**config.mk**
```make
export PLATFORM = sky130hd
export DESIGN_NAME = spi_rx_master
export DESIGN_NICKNAME = d
export VERILOG_FILES = /design/src/rtl/spi_rx_master.sv
export SDC_FILE = /design/constraint.sdc
export NUM_CORES = 1
export LEC_CHECK = 0
export CAP_MARGIN = 40
export CORE_ASPECT_RATIO = 1.2
export CORE_UTILIZATION = 25
export DETAILED_ROUTE_END_ITERATION = 8
export PLACE_DENSITY = 0.45
export SYNTH_ARGS = -nofsm -noshare
export SYNTH_HDL_FRONTEND = slang
export SYNTH_SLANG_ARGS = --single-unit
```
**constraint.sdc**
```tcl
create_clock -name clk -period 4.4 [get_ports clk]
set_input_delay 0.88 -clock clk [delete_from_list [all_inputs] [get_ports clk]]
set_output_delay 0.88 -clock clk [all_outputs]
set_load 0.02 [all_outputs]
```
**src/rtl/spi_rx_master.sv**
```systemverilog
// spi_rx_master: read-only SPI master (mode 0, MSB first) with an optional frame check (SPI_FRAME_CHECK_EN)
module spi_rx_master #(
  parameter int CLK_DIV = 4,
  parameter int DATA_W  = 32
) (
  input  logic              clk,
  input  logic              rst,
  input  logic              spi_ena,
  input  logic              miso,
  output logic              sclk,
  output logic              cs_n,
  output logic              spi_not_busy,
  output logic [DATA_W-1:0] spi_rx_data
`ifdef SPI_FRAME_CHECK_EN
  ,
  output logic              frame_err
`endif
);
  localparam int CW = $clog2(CLK_DIV) + 1;
  localparam int BW = $clog2(DATA_W) + 1;
  typedef enum logic [2:0] {IDLE, SETUP, SHIFT, HOLD, GAP} state_t;
  state_t state, state_n;
  logic [CW-1:0] cnt, cnt_n;
  logic [BW-1:0] bits, bits_n;
  logic [DATA_W-1:0] sh, sh_n, rx_n;
  logic sclk_n, cs_n_n, nb_n, last;
  assign last = cnt == CW'(CLK_DIV - 1);
  always_comb begin
    state_n = state;
    cnt_n = last ? '0 : cnt + 1'b1;
    bits_n = bits;
    sh_n = sh;
    rx_n = spi_rx_data;
    sclk_n = sclk;
    cs_n_n = cs_n;
    nb_n = spi_not_busy;
    case (state)
      IDLE: begin
        cnt_n = '0;
        bits_n = '0;
        if (spi_ena) begin
          state_n = SETUP;
          cs_n_n = 1'b0;
          nb_n = 1'b0;
        end
      end
      SETUP: state_n = last ? SHIFT : SETUP;
      SHIFT: if (last) begin
        sclk_n = !sclk;
        if (!sclk) begin
          sh_n = {sh[DATA_W-2:0], miso};
          bits_n = bits + 1'b1;
        end else if (bits == BW'(DATA_W)) state_n = HOLD;
      end
      HOLD: if (last) begin
        state_n = GAP;
        cs_n_n = 1'b1;
        rx_n = sh;
      end
      GAP: if (last) begin
        state_n = IDLE;
        nb_n = 1'b1;
      end
      default: state_n = IDLE;
    endcase
  end
  always_ff @(posedge clk) begin
    if (rst) begin
      state <= IDLE;
      cnt <= '0;
      bits <= '0;
      sh <= '0;
      sclk <= 1'b0;
      cs_n <= 1'b1;
      spi_not_busy <= 1'b1;
      spi_rx_data <= '0;
    end else begin
      state <= state_n;
      cnt <= cnt_n;
      bits <= bits_n;
      sh <= sh_n;
      sclk <= sclk_n;
      cs_n <= cs_n_n;
      spi_not_busy <= nb_n;
      spi_rx_data <= rx_n;
    end
  end
`ifdef SPI_FRAME_CHECK_EN
  localparam logic [DATA_W-1:0] RSV = (DATA_W == 32) ? DATA_W'(64'h2_0008) : '0;
  always_ff @(posedge clk) begin
    if (rst) frame_err <= 1'b0;
    else if (state == HOLD && last) frame_err <= (&sh) | (|(sh & RSV));
  end
`endif
endmodule

```
### Word-level counts from Yosys, hierarchy flattened

Cells that the tools add are included.
Widths: inputs -> output; s select.

* add/subtract/negate cells: 2
* eq/ne operators: 13
* multiplexer cells: 15
* bitwise operators: 1
* reductions and logical operators: 13

Operators by type and width (count)
* $mux 3: 6
* $pmux 3 s5: 1
* $ne 2x2->1 const B: 7
* $mux 6: 2
* $pmux 6 s2: 1
* $reduce_and 3->1: 4
* $eq 3x2->1 const B: 3
* $add 6x1->6 const B: 1
* $eq 6x6->1 const B: 1
* $reduce_and 6->1: 1
* $reduce_bool 2->1: 3
* $pmux 1 s2: 2
* $reduce_and 2->1: 2
* $add 3x1->3 const B: 1
* $eq 3x1->1 const B: 1
* $eq 3x3->1 const B: 1
* $logic_not 3->1: 1
* $reduce_or 3->1: 1
* $mux 1: 2
* $mux 2: 1
* $logic_not 1->1: 1
* $not 1->1: 1

* bits in registers: 79
* input port bits: 4
* logic and storage cells: 52

### Depth between registers and ports, before layout

* word-level depth: 5
* depth in mapped cells: 8
* mapped depth without buffers: 6

### Worst setup path before layout

OpenSTA, ideal clock, no wires.

* path type: input to register
* start: in rst
* end: reg sh[0]
* setup time: 132 ps
* data arrival time: 1689 ps
* data required time: 4268 ps
* slack: 2578 ps
* cell stages on the path: 4
* path buffers: 3
* cell sequence: clkbuf_1 > clkbuf_1 > clkbuf_1 > a21oi_1

RTL lines
* start: declaration: RTL line 7 `input logic rst,`
* end signal: assignment: RTL line 81 `sh <= sh_n;`
* end: declaration: RTL line 25 `logic [DATA_W-1:0] sh, sh_n, rx_n;`

No word-level cell between the ends.

### Worst setup path after layout

* start: reg sclk
* end: out sclk

RTL lines
* start: declaration: RTL line 10 `output logic sclk,`
* start signal: assignment: RTL line 82 `sclk <= sclk_n;`

No word-level cell between the ends.

==> impl_metrics.ini <==
[run_status]
status = finished clean

[sta]
max-slew-margin-rel_pct = 52.9
maxSlewViolCount = 0
fmax_mhz = 423
layout_min_cycle_time_ns = 2.37
skew_ns = 0.00417
final_hold_viol_count = 0
fin_tns_setup_ns = 0
setup-violations-final = 0
final.period_utilization_pct = 53.8
rsz0062_at_grt = false
tightest_slew_ns = 0.707

[cts]
root_buffer = clkbuf_16
cts.sinks = 79
post_cts_buffers = 0
clk_latency_ns = 0.33
clk_pin_slew_ns = 0.06
hold_buffers = 0
clk_path_buf_depth = 2
ctsResizeCount = 0
cts_buffers = 9
htree_levels = 3
cts_tree = built

[critical_path]
cp_slowest_cell = clkdlybuf4s50_1
max_stage_delay_ns = 0.67
worstPathArrival_ns = 1.49
crit_chain = clkdlybuf4s50_1
cp_top_family = buffers and inverters
path_max_fanout = 6
cp-start-kind = register
cp-end-kind = output port
rrSetupSlack_ns = 2.24
crit_buf_inv = 1
critical_path_class = register to output port
required_ns = 3.52

[synth]
synth-xor-area-share_pct = 1.18
yosys_warnings = 0
ys_seq_elements = 79
synthMuxAreaShare_pct = 0.336
synth_top_family_by_area = simple AND/OR/NAND/NOR gates
synth-simple-area-share_pct = 22.7
ys_seq_area_share_pct = 53.1
netlist_top_cells_area = dfxtp_1 (53%), nand2_1 (17%), a21oi_1 (12%)
yosys.area_share.adder_pct = 2.10
avgSynthCellArea_um2 = 8.10
yosysTopAreaCellShare_pct = 53.1
yosysTopAreaCell = dfxtp_1
synthCells = 368
synth-compound-area-share_pct = 16.0
syn_area_um2 = 2980
synth_nets = 377
ys_types = 31

[pwr]
p_total_mw = 1.43
power.density_nw_per_um2 = 379
leakage_nw = 1.21
max-vdd-ir-drop_v = 0.000147

[placement]
hpwl_um = 4120
dpl_cell_area_um2 = 3510
io_buffers = 38
finalWeightedCongestion = 0.692

[global_routing]
gr-usage-all-layers_pct = 11.7
grt_antenna_before_repair = 0
grt_max_degree = 70
grt_pass1_wl_um = 11200
grt_pass1_vias = 2370
gr-total-overflow = 0

[die]
fp.coreArea_um2 = 11600
die-area_um2 = 12400
pin_count = 39
die_w_um = 102
die_h_um = 122
row_count = 43
start_util_pct = 25.8

[job]
drv_cap = 0

[route]
wl_per_cell_um = 11.5
drc = 0
drt_iter0_markers = 95
antenna_left = 0
vias = 2444
vias_per_cell = 4.37
wirelength_um = 6450
drt_pass1_iterations = 4

[finish]
finalNetCount = 406
syn2layout_area_growth_pct = 26.8
n_antenna_cell = 0
drive_gt1_share_pct = 7.21
fin_area_um2 = 3780

[min_path]
hp-class = register to register
synthesized netlist by cell type:
library cell,n
o211ai_2,2
or3_1,1
and3_1,1
a21oi_1,69
buf_2,12
or2_1,1
dfxtp_1,79
a22oi_1,1
xnor2_1,4
ha_1,5
nand3b_1,1
a2111oi_2,2
mux2i_1,1
nand2b_1,2
or4_4,1
nor3b_1,1
nor2_1,7
clkbuf_1,12
buf_6,1
nand3_1,5
nand2_1,137
nand2b_4,1
a211oi_1,2
a21o_1,1
inv_1,6
nor3_1,2
o21ai_1,1
a32o_2,1
nor2b_1,2
o21ai_0,6
nor3_4,1
stage by stage:
| stage | hold WS [ns] | setup WS, ns | utilization (%) | instances |
|---|---|---|---|---|
| 5_1_grt | 0.450 | 1.96 | 32.7 | 559 |
| 3_3_place_gp | 0.416 | 2.08 | 29.9 | 541 |
| 4_1_cts | 0.437 | 2.01 | 32.7 | 559 |
| 2_1_floorplan | 0.408 | 2.58 | - | 368 |
| 3_5_place_dp | 0.423 | 2.15 | 30.4 | 543 |
| 6_report | 0.430 | 2.03 | 32.7 | 559 |
path summary, 6_finish.rpt:
check / depth (start not counted) / start / end
hold reg to reg: 1 / cnt[0]$_SDFF_PP0_ / cnt[0]$_SDFF_PP0_
setup reg to reg: 7 / cnt[0]$_SDFF_PP0_ / spi_rx_data[9]$_SDFFE_PP0P_
hold / removal: 1 / cnt[0]$_SDFF_PP0_ / cnt[0]$_SDFF_PP0_
setup / recovery: 1 / sclk$_SDFFE_PP0P_ / sclk
power breakdown:
| part | switching (mW) | internal (mW) |
|---|---|---|
| combinational | 0.0229 | 0.0134 |
| clock | 0.294 | 0.379 |
| sequential | 0.00432 | 0.719 |
layout by cell type, fill, tap and decap left out:
cell,count
nand2_1,137
dfxtp_1,79
a21oi_1,69
clkdlybuf4s50_1,37
clkbuf_16,9
nor2_1,7
inv_1,6
o21ai_0,6
nand3_1,5
ha_1,5
xnor2_1,4
clkinvlp_4,3
clkinv_2,3
buf_4,3
nand2b_1,2
nor2b_1,2
a2111oi_2,2
o211ai_2,2
nor3_1,2
a211oi_1,2
buf_16,2
nand2b_4,1
nor3_4,1
or3_1,1
and3_1,1
or2_1,1
o21ai_1,1
nand3b_1,1
or4_4,1
a32o_2,1
mux2i_1,1
nor3b_1,1
a21o_1,1
a22oi_1,1
clkbuf_1,1
buf_2,1
routing by layer:
metal | vias to the layer above | wire, um | GRT usage, %
met5 | - | 0 | 0
met4 | 0 | 109 | 5.16
met3 | 9 | 279 | 4.02
met2 | 33 | 3010 | 18.6
met1 | 1139 | 3050 | 14.1
li1 | 1263 | - | -
cell type report:
class | count | area, um^2
inverter | 6 | 22.5
tap | 157 | 196
timing repair buffer | 43 | 453
multi-input combinational | 258 | 1260
clock inverter | 6 | 37.5
clock buffer | 10 | 229
sequential | 79 | 1580
fill | 1238 | 7790
sequential cells by signal, indices dropped and copies added, names as in the netlist:
signal,cells
cs_n,1
sclk,1
bits,6
sh,32
cnt,3
spi_not_busy,1
spi_rx_data,32
state,3
kinds of logic after synthesis:
group,Yosys count
AOI/OAI and AO/OA,85
adders and majority gates,5
muxes,1
and+or+nand+nor,163
buffers and inverters,31
DFF,79
xor gates and xnor gates,4
Note: power is estimated with default switching activity, not from simulation.
